[config.mk]
export PLATFORM = sky130hd
export DESIGN_NAME = matrix_row_loader_flat
export DESIGN_NICKNAME = d
export VERILOG_FILES = /design/src/rtl/matrix_row_loader_if.sv /design/src/rtl/matrix_row_loader.sv /design/src/flat_wrapper.sv
export SDC_FILE = /design/constraint.sdc
export NUM_CORES = 1
export LEC_CHECK = 0
export ABC_AREA = 0
export CAP_MARGIN = 5
export CORE_MARGIN = 4
export CORE_UTILIZATION = 45
export DETAILED_ROUTE_END_ITERATION = 10
export PLACE_DENSITY = 0.87
export SYNTH_ARGS = -nofsm -noshare
export SYNTH_HDL_FRONTEND = slang
export SYNTH_SLANG_ARGS = --single-unit
[constraint.sdc]
create_clock -name clk -period 4.7 [get_ports clk]
set_input_delay 1.41 -clock clk [delete_from_list [all_inputs] [get_ports clk]]
set_output_delay 1.41 -clock clk [all_outputs]
set_load 0.01 [all_outputs]
[src/rtl/matrix_row_loader_if.sv]
// Handshake bundles for the matrix row loader: the narrow input word stream
// and the registered narrow write port of the matrix RAM.

interface matrix_row_loader_if #(
  parameter int DATA_WIDTH = 32
);
  logic                    valid;
  logic                    ready;
  logic [DATA_WIDTH-1:0]   data;
  logic [DATA_WIDTH/8-1:0] strb;

  modport master (output valid, output data, output strb, input ready);
  modport slave  (input valid, input data, input strb, output ready);
endinterface

interface matrix_row_loader_mem_if #(
  parameter int ADDR_WIDTH = 32,
  parameter int DATA_WIDTH = 32
);
  logic                    write;
  logic [ADDR_WIDTH-1:0]   address;
  logic [DATA_WIDTH-1:0]   write_data;
  logic [DATA_WIDTH/8-1:0] write_strb;

  modport master (output write, output address, output write_data, output write_strb);
  modport slave  (input write, input address, input write_data, input write_strb);
endinterface

[src/rtl/matrix_row_loader.sv]
// Write-side sequencer for the write-narrow/read-wide matrix RAM. Turns a
// programmed (base, count) transfer plus a valid/ready word stream into
// registered narrow RAM writes, flags each completed wide row and pulses
// done when the transfer ends.

module matrix_row_loader #(
  parameter int DATA_RATIO = 8,
  parameter int ADDR_DEPTH = 32,
  parameter int ADDR_WIDTH = 32,
  parameter int DATA_WIDTH = 32,
  parameter int LEN_WIDTH  = 16
) (
  input  logic                          clk,
  input  logic                          rst,
  input  logic                          i_start,
  input  logic [ADDR_WIDTH-1:0]         i_base_addr,
  input  logic [LEN_WIDTH-1:0]          i_num_words,
  output logic                          o_busy,
  output logic                          o_done,
  matrix_row_loader_if.slave            s_if,
  matrix_row_loader_mem_if.master       mem_if,
  output logic                          o_row_done,
  output logic [$clog2(ADDR_DEPTH)-1:0] o_row_index
);

  localparam int TOTAL_WORDS = ADDR_DEPTH * DATA_RATIO;
  localparam int PTR_W       = $clog2(TOTAL_WORDS);
  localparam int LANE_W      = $clog2(DATA_RATIO);
  localparam int ROW_W       = $clog2(ADDR_DEPTH);
  localparam int STRB_W      = DATA_WIDTH / 8;

  typedef enum logic {
    IDLE,
    LOAD
  } state_t;

  state_t                r_state;
  logic [PTR_W-1:0]      r_ptr;
  logic [LEN_WIDTH-1:0]  r_remaining;
  logic                  r_busy;
  logic                  r_done;
  logic                  r_write;
  logic [ADDR_WIDTH-1:0] r_address;
  logic [DATA_WIDTH-1:0] r_writeData;
  logic [STRB_W-1:0]     r_writeStrb;
  logic                  r_rowDone;
  logic [ROW_W-1:0]      r_rowIndex;

  logic                  w_handshake;
  logic                  w_lastWord;
  logic                  w_rowEnd;
  logic [LANE_W-1:0]     w_lane;
  logic [ROW_W-1:0]      w_row;
  logic [PTR_W-1:0]      w_ptrNext;

  // Since DATA_RATIO is a power of two the pointer splits cleanly into
  // a row field (upper bits) and a lane field (lower bits).
  assign w_handshake = s_if.valid & r_busy;
  assign w_lastWord  = (r_remaining == LEN_WIDTH'(1));
  assign w_lane      = r_ptr[LANE_W-1:0];
  assign w_row       = r_ptr[PTR_W-1:LANE_W];
  assign w_rowEnd    = (w_lane == {LANE_W{1'b1}});
  assign w_ptrNext   = (r_ptr == PTR_W'(TOTAL_WORDS - 1)) ? '0 : r_ptr + PTR_W'(1);

  // Transfer sequencer: latches the request, issues one registered write
  // per accepted word and generates the row and transfer completion pulses.
  always_ff @(posedge clk) begin
    if (rst) begin
      r_state     <= IDLE;
      r_ptr       <= '0;
      r_remaining <= '0;
      r_busy      <= 1'b0;
      r_done      <= 1'b0;
      r_write     <= 1'b0;
      r_address   <= '0;
      r_writeData <= '0;
      r_writeStrb <= '0;
      r_rowDone   <= 1'b0;
      r_rowIndex  <= '0;
    end else begin
      r_done    <= 1'b0;
      r_write   <= 1'b0;
      r_rowDone <= 1'b0;
      case (r_state)
        IDLE: begin
          if (i_start) begin
            r_ptr       <= PTR_W'(i_base_addr % ADDR_WIDTH'(TOTAL_WORDS));
            r_remaining <= i_num_words;
            if (i_num_words == '0) begin
              r_done <= 1'b1;
            end else begin
              r_state <= LOAD;
              r_busy  <= 1'b1;
            end
          end
        end
        LOAD: begin
          if (w_handshake) begin
            r_write     <= 1'b1;
            r_address   <= ADDR_WIDTH'(r_ptr);
            r_writeData <= s_if.data;
            r_writeStrb <= s_if.strb;
            if (w_rowEnd || w_lastWord) begin
              r_rowDone  <= 1'b1;
              r_rowIndex <= w_row;
            end
            r_ptr       <= w_ptrNext;
            r_remaining <= r_remaining - LEN_WIDTH'(1);
            if (w_lastWord) begin
              r_state <= IDLE;
              r_busy  <= 1'b0;
              r_done  <= 1'b1;
            end
          end
        end
        default: begin
          r_state <= IDLE;
          r_busy  <= 1'b0;
        end
      endcase
    end
  end

  assign o_busy            = r_busy;
  assign o_done            = r_done;
  assign s_if.ready        = r_busy;
  assign mem_if.write      = r_write;
  assign mem_if.address    = r_address;
  assign mem_if.write_data = r_writeData;
  assign mem_if.write_strb = r_writeStrb;
  assign o_row_done        = r_rowDone;
  assign o_row_index       = r_rowIndex;

endmodule

[src/flat_wrapper.sv]
// flat-port wrapper written by rule: the top's interface ports become plain ports
module matrix_row_loader_flat 
#(
  parameter int DATA_RATIO = 8,
  parameter int ADDR_DEPTH = 32,
  parameter int ADDR_WIDTH = 32,
  parameter int DATA_WIDTH = 32,
  parameter int LEN_WIDTH  = 16
)
  (clk, rst, i_start, i_base_addr, i_num_words, o_busy, o_done, o_row_done, o_row_index, s_if_valid, s_if_data, s_if_strb, s_if_ready, mem_if_write, mem_if_address, mem_if_write_data, mem_if_write_strb);
  matrix_row_loader_if #(.DATA_WIDTH(DATA_WIDTH)) s_if_i ();
  matrix_row_loader_mem_if #(.ADDR_WIDTH(ADDR_WIDTH), .DATA_WIDTH(DATA_WIDTH)) mem_if_i ();
  input  logic clk;
  input  logic rst;
  input  logic i_start;
  input  logic [ADDR_WIDTH-1:0] i_base_addr;
  input  logic [LEN_WIDTH-1:0] i_num_words;
  output logic o_busy;
  output logic o_done;
  output logic o_row_done;
  output logic [$clog2(ADDR_DEPTH)-1:0] o_row_index;
  input wire logic [$bits(s_if_i.valid)-1:0] s_if_valid;
  input wire logic [$bits(s_if_i.data)-1:0] s_if_data;
  input wire logic [$bits(s_if_i.strb)-1:0] s_if_strb;
  output wire logic [$bits(s_if_i.ready)-1:0] s_if_ready;
  output wire logic [$bits(mem_if_i.write)-1:0] mem_if_write;
  output wire logic [$bits(mem_if_i.address)-1:0] mem_if_address;
  output wire logic [$bits(mem_if_i.write_data)-1:0] mem_if_write_data;
  output wire logic [$bits(mem_if_i.write_strb)-1:0] mem_if_write_strb;
  assign s_if_i.valid = s_if_valid;
  assign s_if_i.data = s_if_data;
  assign s_if_i.strb = s_if_strb;
  assign s_if_ready = s_if_i.ready;
  assign mem_if_write = mem_if_i.write;
  assign mem_if_address = mem_if_i.address;
  assign mem_if_write_data = mem_if_i.write_data;
  assign mem_if_write_strb = mem_if_i.write_strb;
  matrix_row_loader #(.DATA_RATIO(DATA_RATIO), .ADDR_DEPTH(ADDR_DEPTH), .ADDR_WIDTH(ADDR_WIDTH), .DATA_WIDTH(DATA_WIDTH), .LEN_WIDTH(LEN_WIDTH)) u_core (.clk(clk), .rst(rst), .i_start(i_start), .i_base_addr(i_base_addr), .i_num_words(i_num_words), .o_busy(o_busy), .o_done(o_done), .s_if(s_if_i), .mem_if(mem_if_i), .o_row_done(o_row_done), .o_row_index(o_row_index));
endmodule
==> run_results.csv, run 1 <==
group,metric,value,unit
global_route,overflow,0,
setup_path,crit_required,4.93,ns
logic_synthesis,syn_area_per_cell,7.842,um^2
placement,place_inst,663,
setup_path,crit_buf_inv,2,
placement,dp_hpwl,7392,um
setup_path,critPathMaxStageDelay,0.55,ns
routing,wl,10430,um
logic_synthesis,synth_top_area_frac,0.4228,
logic_synthesis,synth_edf_count,0,
routing,via_per_inst,5.479,
setup_path,path_cells,"clkdlybuf4s50_1 -> nand3_2 -> buf_4 -> a21oi_1 -> o211a_1 -> a221o_1",
timing,slew_headroom,0.4756,
clock_network,numCtsBuffers,9,
finish,area_growth,35.50,%
setup_path,worst_ep_arrival_time,3.37,ns
clock_network,postCtsSetupBuffers,0,
placement,placed_area,4817,um^2
setup_path,startpoint_type,"input pin",
timing,setup_slack,1.563,ns
routing,num_vias,3715,
clock_network,clk_latency,0.34,ns
clock_network,cts_root_buffer,"clkbuf_8",
routing,ant_nets,0,
logic_synthesis,synthDominantAreaCellType,"dfxtp_1",
setup_path,regToRegStartpoint,"u_core.r_remaining[0]$_SDFFE_PP0P_",
global_route,antenna_found_initial,0,
finish,fillers,703,
timing,slew_viol_final,0,
finish,layout_common_cells,"clkdlybuf4s50_1, nand2_1, dfxtp_1",
clock_network,cts_tree,"yes",
clock_network,clock_path_buffers,2,
clock_network,cts.repair.resized,0,
logic_synthesis,yosys-top-cells-area,"dfxtp_1, nand2_1, a21oi_1",
global_route,grt_usage,0.2073,
timing,min_period,3.137,ns
run_status,status,"complete, no violations",
logic_synthesis,synth.cell_area,3694,um^2
floorplanning,die_w,98.60,um
finish,final_area,5005,um^2
logic_synthesis,async_flop_share,0,
logic_synthesis,ys.flop_type,"dfxtp_1",
global_route,grt_pass1_wl,16510,um
hold_path,hp-start,"u_core.r_remaining[14]$_SDFFE_PP0P_",
floorplanning,core,7848,um^2
setup_path,crit_family,"buffers and inverters",
floorplanning,die_y,98.60,um
placement,place_ws,1.203,ns
finish,instances_no_fill,678,
power,power_density,289.8,nW/um^2
global_route,grt_max_degree,57,
logic_synthesis,ys_types,53,
global_route,grt_pass1_vias,3417,
logic_synthesis,syn_inst,471,
floorplanning,ios,166,
power,power,1.450,mW
finish,final_common_cell,"clkdlybuf4s50_1",
finish,utilization,0.6378,
floorplanning,start_util,0.4707,
setup_path,r2r_setup_slack,2.44,ns
timing,rsz0062_at_grt,"no",
hold_path,hold_path.class,"reg2reg",
timing,setup_violations,0,
logic_synthesis,yosysSeqAreaShare,0.4228,
finish,final_nets,664,
timing,min_period_over_period,0.6674,
timing,timing.hold.ws,0.4534,ns
placement,place_congestion,0.8687,
timing,tightest_slew,0.7850,ns
clock_network,hold_buffers,0,
power,leakagePower,1.724,nW
setup_path,cp-end-kind,"register",
clock_network,clk_pin_slew,0.08,ns
power,peakVddDrop,139.7,uV
finish,diodes,0,
timing,finalHoldViolCount,0,
routing,drtIter0Drc,315,
setup_path,criticalPathCategory,"in2reg",
logic_synthesis,ys_ff_latch,78,
setup_path,crit_slowest_cell,"buf_4",
routing,drc,0,
routing,drt-pass1-iter-count,5,
timing,fmax,318.8,MHz
clock_network,htreeDepth,3,
logic_synthesis,yosys_warnings,0,
finish,layout-drive-gt1-share,0.05556,
routing,wl_per_cell,15.39,um
floorplanning,die_area,9721,um^2
setup_path,crit_start,"s_if_valid",
placement,portBuffers,117,
job,cap_violations,0,
floorplanning,rows,32,
setup_path,crit_fanout,56,
clock_network,cts.sinks,78,
timing,setup_tns,0,ns
timing,finClkSkew,0.006856,ns
metal layers:
| layer | vias to the layer above | routed length [um] | GRT usage |
|---|---|---|---|
| li1 | 1814 | - | - |
| met5 | - | 0 | 0 |
| met2 | 161 | 5187 | 0.3505 |
| met3 | 18 | 766 | 0.06016 |
| met1 | 1722 | 4268 | 0.2564 |
| met4 | 0 | 210 | 0.06197 |
report_power, final:
part / switching [mW] / total (mW) / leakage [nW] / internal, mW
logic: 0.127 / 0.243 / 0.998 / 0.117
clock network: 0.247 / 0.488 / 0.0911 / 0.241
registers: 0.0325 / 0.719 / 0.634 / 0.686
total: 0.406 / 1.45 / 1.72 / 1.04
layout make-up:
cell class / count / area (um^2) / area share
clock buffer: 9 / 123.9 / 0.02475
clock inverter: 6 / 63.81 / 0.01275
tap: 102 / 127.6 / 0.02550
timing repair buffer: 123 / 1211 / 0.2420
multi-input combinational: 348 / 1872 / 0.3740
sequential: 78 / 1562 / 0.3120
inverter: 12 / 45.04 / 0.009000
Yosys cell counts, types with 2 or more instances:
master and number:
nor2_1 15, o21ai_0 24, mux2i_1 4, a21oi_1 63, o31a_1 2, o2bb2ai_1 2
nand3_1 5, dfxtp_1 78, a31oi_1 7, inv_1 12, and3_1 3, ha_1 4
a221oi_1 2, nor4_1 8, buf_1 6, buf_2 3, o311ai_0 6, nor2b_1 2
nor4_4 2, nand2_1 109, buf_4 25, o21a_1 3, a32oi_1 2, nor3_1 12
nand3b_1 2, a211oi_1 9, nand4_1 13, clkbuf_1 22, o211a_1 2
final timing paths:
check / to / depth (start not counted)
max: u_core.r_remaining[13]$_SDFFE_PP0P_ / 6
min: u_core.r_remaining[14]$_SDFFE_PP0P_ / 2
max reg2reg: u_core.o_row_index[3]$_SDFFE_PP0P_ / 4
min reg2reg: u_core.r_remaining[14]$_SDFFE_PP0P_ / 2
flip-flops by register name, indices dropped and copies added, names as in the netlist:
signal                    cells
u_core.mem_if.write_strb      4
u_core.mem_if.write           1
u_core.r_state                1
u_core.mem_if.write_data     32
u_core.o_done                 1
u_core.r_ptr                  8
u_core.r_remaining           16
u_core.mem_if.address         8
u_core.o_busy                 1
u_core.o_row_index            5
u_core.o_row_done             1
worst reg2reg max path, delay by kind of cell, from the launching register on:
kind	cells	cell delay (ns)
AO/OA/AOI/OAI	1	0.49
AND/OR/NAND/NOR	2	1.05
adder cells (fa/ha/maj)	1	0.17
flip-flops	1	0.43
cells by family after synthesis:
family,Yosys count,share of synthesized area
simple gates,182,0.2337
compound gates,133,0.2195
flops,78,0.4228
buf+inv,68,0.09553
mux,5,0.01389
fa+ha+maj,4,0.01355
other cells,1,0.001015
No activity file was read; power rests on OpenSTA's default activity.
==> run 2: changes to the inputs <==
Settings changed: CORE_UTILIZATION 45 to 42, PLACE_DENSITY 0.87 to 0.82.
Clock period 4.7 ns to 2.9 ns, I/O delays scaled along.
==> run_results.csv, run 2 (synthesis results as in run 1) <==
group,metric,value,unit
setup_path,crit_family,"simple AND/OR/NAND/NOR gates",
timing,setup_slack,0.6802,ns
global_route,grt_pass1_vias,3664,
finish,instances_no_fill,691,
clock_network,clk_latency,0.35,ns
floorplanning,die_y,101.8,um
hold_path,hold_path.class,"reg2reg",
setup_path,criticalPathCategory,"reg2reg",
clock_network,cts.repair.resized,0,
setup_path,crit_buf_inv,1,
global_route,grt_max_degree,56,
global_route,grt_usage,0.2066,
placement,place_inst,675,
finish,area_growth,37.47,%
setup_path,worst_ep_arrival_time,2.45,ns
clock_network,cts_root_buffer,"clkbuf_8",
setup_path,critPathMaxStageDelay,0.54,ns
timing,slew_viol_final,0,
placement,dp_hpwl,7847,um
floorplanning,core,8382,um^2
finish,layout_common_cells,"clkdlybuf4s50_1, nand2_1, dfxtp_1",
finish,final_common_cell,"clkdlybuf4s50_1",
power,intPower,1.650,mW
setup_path,crit_fanout,11,
power,sw_frac_of_total,0.2868,
routing,wl_per_cell,15.49,um
finish,final_nets,673,
routing,wl,10710,um
timing,fmax,450.5,MHz
setup_path,cp-end-kind,"register",
timing,finalHoldViolCount,0,
power,peakVddDrop,236.4,uV
floorplanning,ios,166,
floorplanning,die_area,10360,um^2
floorplanning,rows,33,
finish,diodes,0,
power,power_density,455.5,nW/um^2
timing,min_period,2.220,ns
placement,place_congestion,0.9004,
clock_network,clk_pin_slew,0.09,ns
setup_path,crit_required,3.13,ns
routing,ant_nets,0,
setup_path,path_cells,"inv_1 -> ha_1 -> nor4b_1 -> nand4_1 -> o311ai_0",
routing,drc,0,
floorplanning,die_w,101.8,um
timing,finClkSkew,0.01337,ns
clock_network,cts_tree,"yes",
timing,tightest_slew,0.6474,ns
timing,rsz0062_at_grt,"no",
placement,portBuffers,117,
run_status,status,"complete, no violations",
clock_network,clock_path_buffers,2,
power,pwr-share-seq,0.506,
routing,num_vias,3763,
job,cap_violations,0,
floorplanning,start_util,0.4407,
clock_network,numCtsBuffers,9,
global_route,antenna_found_initial,0,
finish,layout-drive-gt1-share,0.06997,
clock_network,postCtsSetupBuffers,0,
routing,drt-pass1-iter-count,4,
clock_network,hold_buffers,0,
timing,min_period_over_period,0.7655,
timing,timing.hold.ws,0.4567,ns
setup_path,startpoint_type,"register",
finish,fillers,751,
finish,multi_input_area,1872,um^2
power,clkPwrFrac,0.319,
global_route,overflow,0,
routing,via_per_inst,5.446,
timing,slew_headroom,0.5623,
placement,place_ws,0.3604,ns
finish,largest_reg_flops,32,
clock_network,cts.sinks,78,
finish,regArea,1562,um^2
clock_network,htreeDepth,3,
global_route,grt_pass1_wl,17280,um
timing,setup_tns,0,ns
setup_path,crit_slowest_cell,"nor4b_1",
power,p_comb_frac,0.176,
timing,setup_violations,0,
power,leakagePower,1.772,nW
power,p_switching,663.3,uW
routing,drtIter0Drc,215,
run 2: cell count changes in the layout (fill, tap and decap cells not counted), sizes merged:
cell,previous run,this run
buf,7,16
clkinvlp,2,1
clkbuf,9,11
bufinv,1,0
clkinv,3,4
run 2: worst paths after layout:
kind | startpoint | end | slack [ns] | depth (start not counted)
worst max-delay path | u_core.r_remaining[1]$_SDFFE_PP0P_ | u_core.o_row_index[1]$_SDFFE_PP0P_ | 0.68 | 5
worst min-delay path | u_core.mem_if.write_data[7]$_SDFFE_PP0P_ | u_core.mem_if.write_data[7]$_SDFFE_PP0P_ | 0.46 | 2
worst max register to register | u_core.r_remaining[1]$_SDFFE_PP0P_ | u_core.o_row_index[1]$_SDFFE_PP0P_ | 0.68 | 5
worst min register to register | u_core.mem_if.write_data[7]$_SDFFE_PP0P_ | u_core.mem_if.write_data[7]$_SDFFE_PP0P_ | 0.46 | 2
run 2: cell type report:
cell class                 count  area share
clock buffer                  11     0.02785
clock inverter                 5    0.006900
inverter                      12    0.008871
multi-input combinational    348      0.3687
sequential                    78      0.3075
tap                          105     0.02587
timing repair buffer         132      0.2543
run 2: worst min-delay path: cells and delay by family (launching register included):
kind / cells / cell delay [ns]
compound gates: 1 / 0.05
flops: 1 / 0.31
simple gates: 1 / 0.05
run 2: layer usage:
layer,part of all wire,wire length [um],GRT usage,vias up
met4,0.023,242,0.08180,0
met2,0.51,5436,0.3566,133
li1,-,-,-,1839
met1,0.41,4381,0.2554,1771
met3,0.060,646,0.03512,20
met5,0,0,0,-
run 2: per-stage QoR:
step	power, mW	util	instance area (um^2)
finish	2.313	0.6058	5077
global route	2.423	0.6058	5077
CTS	2.321	0.6058	5077
detailed placement	1.595	0.5847	4901
global placement	1.582	0.5847	4901
floorplan	1.423	-	3780
run 2: power by group through the flow:
stage          logic, mW  registers, mW  clock network (mW)
2_1_floorplan      0.241           1.18                   0
3_3_place_gp       0.393           1.19                   0
3_5_place_dp       0.402           1.19                   0
4_1_cts            0.405           1.17               0.748
5_1_grt            0.448           1.18               0.798
6_report           0.407           1.17               0.737
==> run 3: changes to the inputs <==
Settings changed: CORE_UTILIZATION 42 to 38, PLACE_DENSITY 0.82 to 0.78.
Clock period 2.9 ns to 1.9 ns, I/O delays scaled along.
==> run_results.csv, run 3 (synthesis results as in run 1) <==
group,metric,value,unit
run_status,status,"complete, no violations",
hold_path,hp-start,"u_core.mem_if.write_strb[3]$_SDFFE_PP0P_",
setup_path,cp-end-kind,"output pin",
clock_network,cts_root_buffer,"clkbuf_8",
floorplanning,ios,166,
global_route,antenna_found_initial,0,
setup_path,critPathMaxStageDelay,0.56,ns
clock_network,clk_latency,0.36,ns
timing,finClkSkew,0.008512,ns
routing,wl_per_cell,14.89,um
setup_path,startpoint_type,"register",
global_route,grt_max_degree,32,
placement,dp_hpwl,8093,um
global_route,overflow,0,
finish,instances_no_fill,743,
setup_path,regToRegStartpoint,"u_core.r_remaining[4]$_SDFFE_PP0P_",
floorplanning,die_area,11360,um^2
timing,min_period,1.828,ns
timing,finalHoldViolCount,0,
setup_path,crit_family,"buffers and inverters",
global_route,grt_pass1_wl,18020,um
floorplanning,core,9371,um^2
timing,slew_viol_final,0,
timing,min_period_over_period,0.9622,
routing,drc,0,
clock_network,clk_pin_slew,0.09,ns
finish,layout-drive-gt1-share,0.1173,
timing,setup_violations,0,
setup_path,crit_required,1.33,ns
routing,via_per_inst,5.292,
setup_path,r2r_cells,4,
hold_path,holdPathStages,2,
clock_network,cts.sinks,78,
routing,drtIter0Drc,264,
power,power_density,696.6,nW/um^2
job,cap_violations,0,
routing,num_vias,3932,
finish,largest_reg_flops,32,
power,power,3.742,mW
routing,wl,11060,um
finish,final_nets,701,
floorplanning,die_w,106.6,um
placement,place_inst,727,
setup_path,path_cells,"clkdlybuf4s50_1",
clock_network,numCtsBuffers,9,
finish,fillers,887,
timing,timing.hold.ws,0.4537,ns
setup_path,path_depth,1,
routing,ant_nets,0,
clock_network,cts_tree,"yes",
setup_path,criticalPathCategory,"reg2out",
hold_path,hold_path.class,"reg2reg",
clock_network,hold_buffers,0,
setup_path,crit_slowest_cell,"clkdlybuf4s50_1",
routing,drt-pass1-iter-count,4,
placement,portBuffers,117,
setup_path,worst_ep_arrival_time,1.26,ns
global_route,grt_pass1_vias,3714,
placement,placed_area,5154,um^2
setup_path,crit_fanout,2,
finish,final_area,5371,um^2
power,peakVddDrop,428.4,uV
finish,utilization,0.5732,
finish,diodes,0,
clock_network,htreeDepth,3,
finish,area_growth,45.43,%
setup_path,r2r-end,"u_core.r_remaining[15]$_SDFFE_PP0P_",
timing,rsz0062_at_grt,"no",
setup_path,r2r_setup_slack,0.20,ns
placement,place_congestion,0.8580,
global_route,grt_usage,0.1939,
clock_network,clock_path_buffers,2,
floorplanning,start_util,0.3941,
finish,layout_common_cells,"nand2_1, clkdlybuf4s50_1, dfxtp_1",
timing,fmax,547.0,MHz
floorplanning,die_y,106.6,um
setup_path,crit_buf_inv,1,
floorplanning,rows,35,
hold_path,hold_end,"u_core.mem_if.write_strb[3]$_SDFFE_PP0P_",
power,leakagePower,2.001,nW
==> run 3: changes by cell type in the layout (fill, tap and decap cells not counted), sizes merged, moves of 2 or more <==
cell and delta:
dlymetal6s2s +4, clkdlybuf4s50 -7, dlygate4sd2 +3, buf +28
clkinv -2
==> run 3: worst max path at each step <==
stage / start / to / slack, ns
CTS: u_core.o_row_index[3]$_SDFFE_PP0P_ / o_row_index[3] / 0.002
finish: u_core.mem_if.write_data[29]$_SDFFE_PP0P_ / mem_if_write_data[29] / 0.07
floorplan: u_core.r_remaining[0]$_SDFFE_PP0P_ / u_core.r_remaining[8]$_SDFFE_PP0P_ / 0.23
detailed placement: i_num_words[11] / u_core.r_state$_SDFF_PP0_ / -0.24
global placement: i_num_words[11] / u_core.r_state$_SDFF_PP0_ / -0.24
global route: u_core.mem_if.write_data[29]$_SDFFE_PP0P_ / mem_if_write_data[29] / 0.02
==> run 3: layout make-up <==
type                    count  area, um^2  area share
inverters                  12       45.04    0.008386
multi-input cells         348        1883      0.3506
clock inverters             6       71.32     0.01328
clock buffers              10       127.6     0.02376
flip-flops and latches     78        1563      0.2909
repair buffers            160        1520      0.2830
well taps                 129       161.4     0.03005
==> run 3: where the power goes <==
group          switching, mW  internal (mW)
Combinational          0.329          0.351
Sequential            0.0853           1.70
Clock                  0.662          0.617
Total                   1.08           2.67
==> run 3: stage by stage <==
stage | setup WS (ns) | TNS [ns]
after floorplan | 0.2320 | 0
after global placement | -0.2432 | -6.709
after detailed placement | -0.2369 | -7.579
after CTS | 0.001807 | 0
after global routing | 0.01641 | 0
final | 0.07184 | 0
==> run 3: repair_timing <==
| item | CTS | global route |
|---|---|---|
| resized for setup | 4 | 6 |
| setup endpoints to repair | 3 | 8 |
| setup buffers | 0 | 0 |
| pin swaps | 0 | 0 |
==> run 3: layer usage <==
metal,share of wire,routed length [um],vias up,track usage
li1,-,-,1892,-
met1,0.41,4530,1874,0.2349
met2,0.50,5475,145,0.3332
met3,0.073,809,21,0.04515
met4,0.022,244,0,0.07397
met5,0,0,-,0
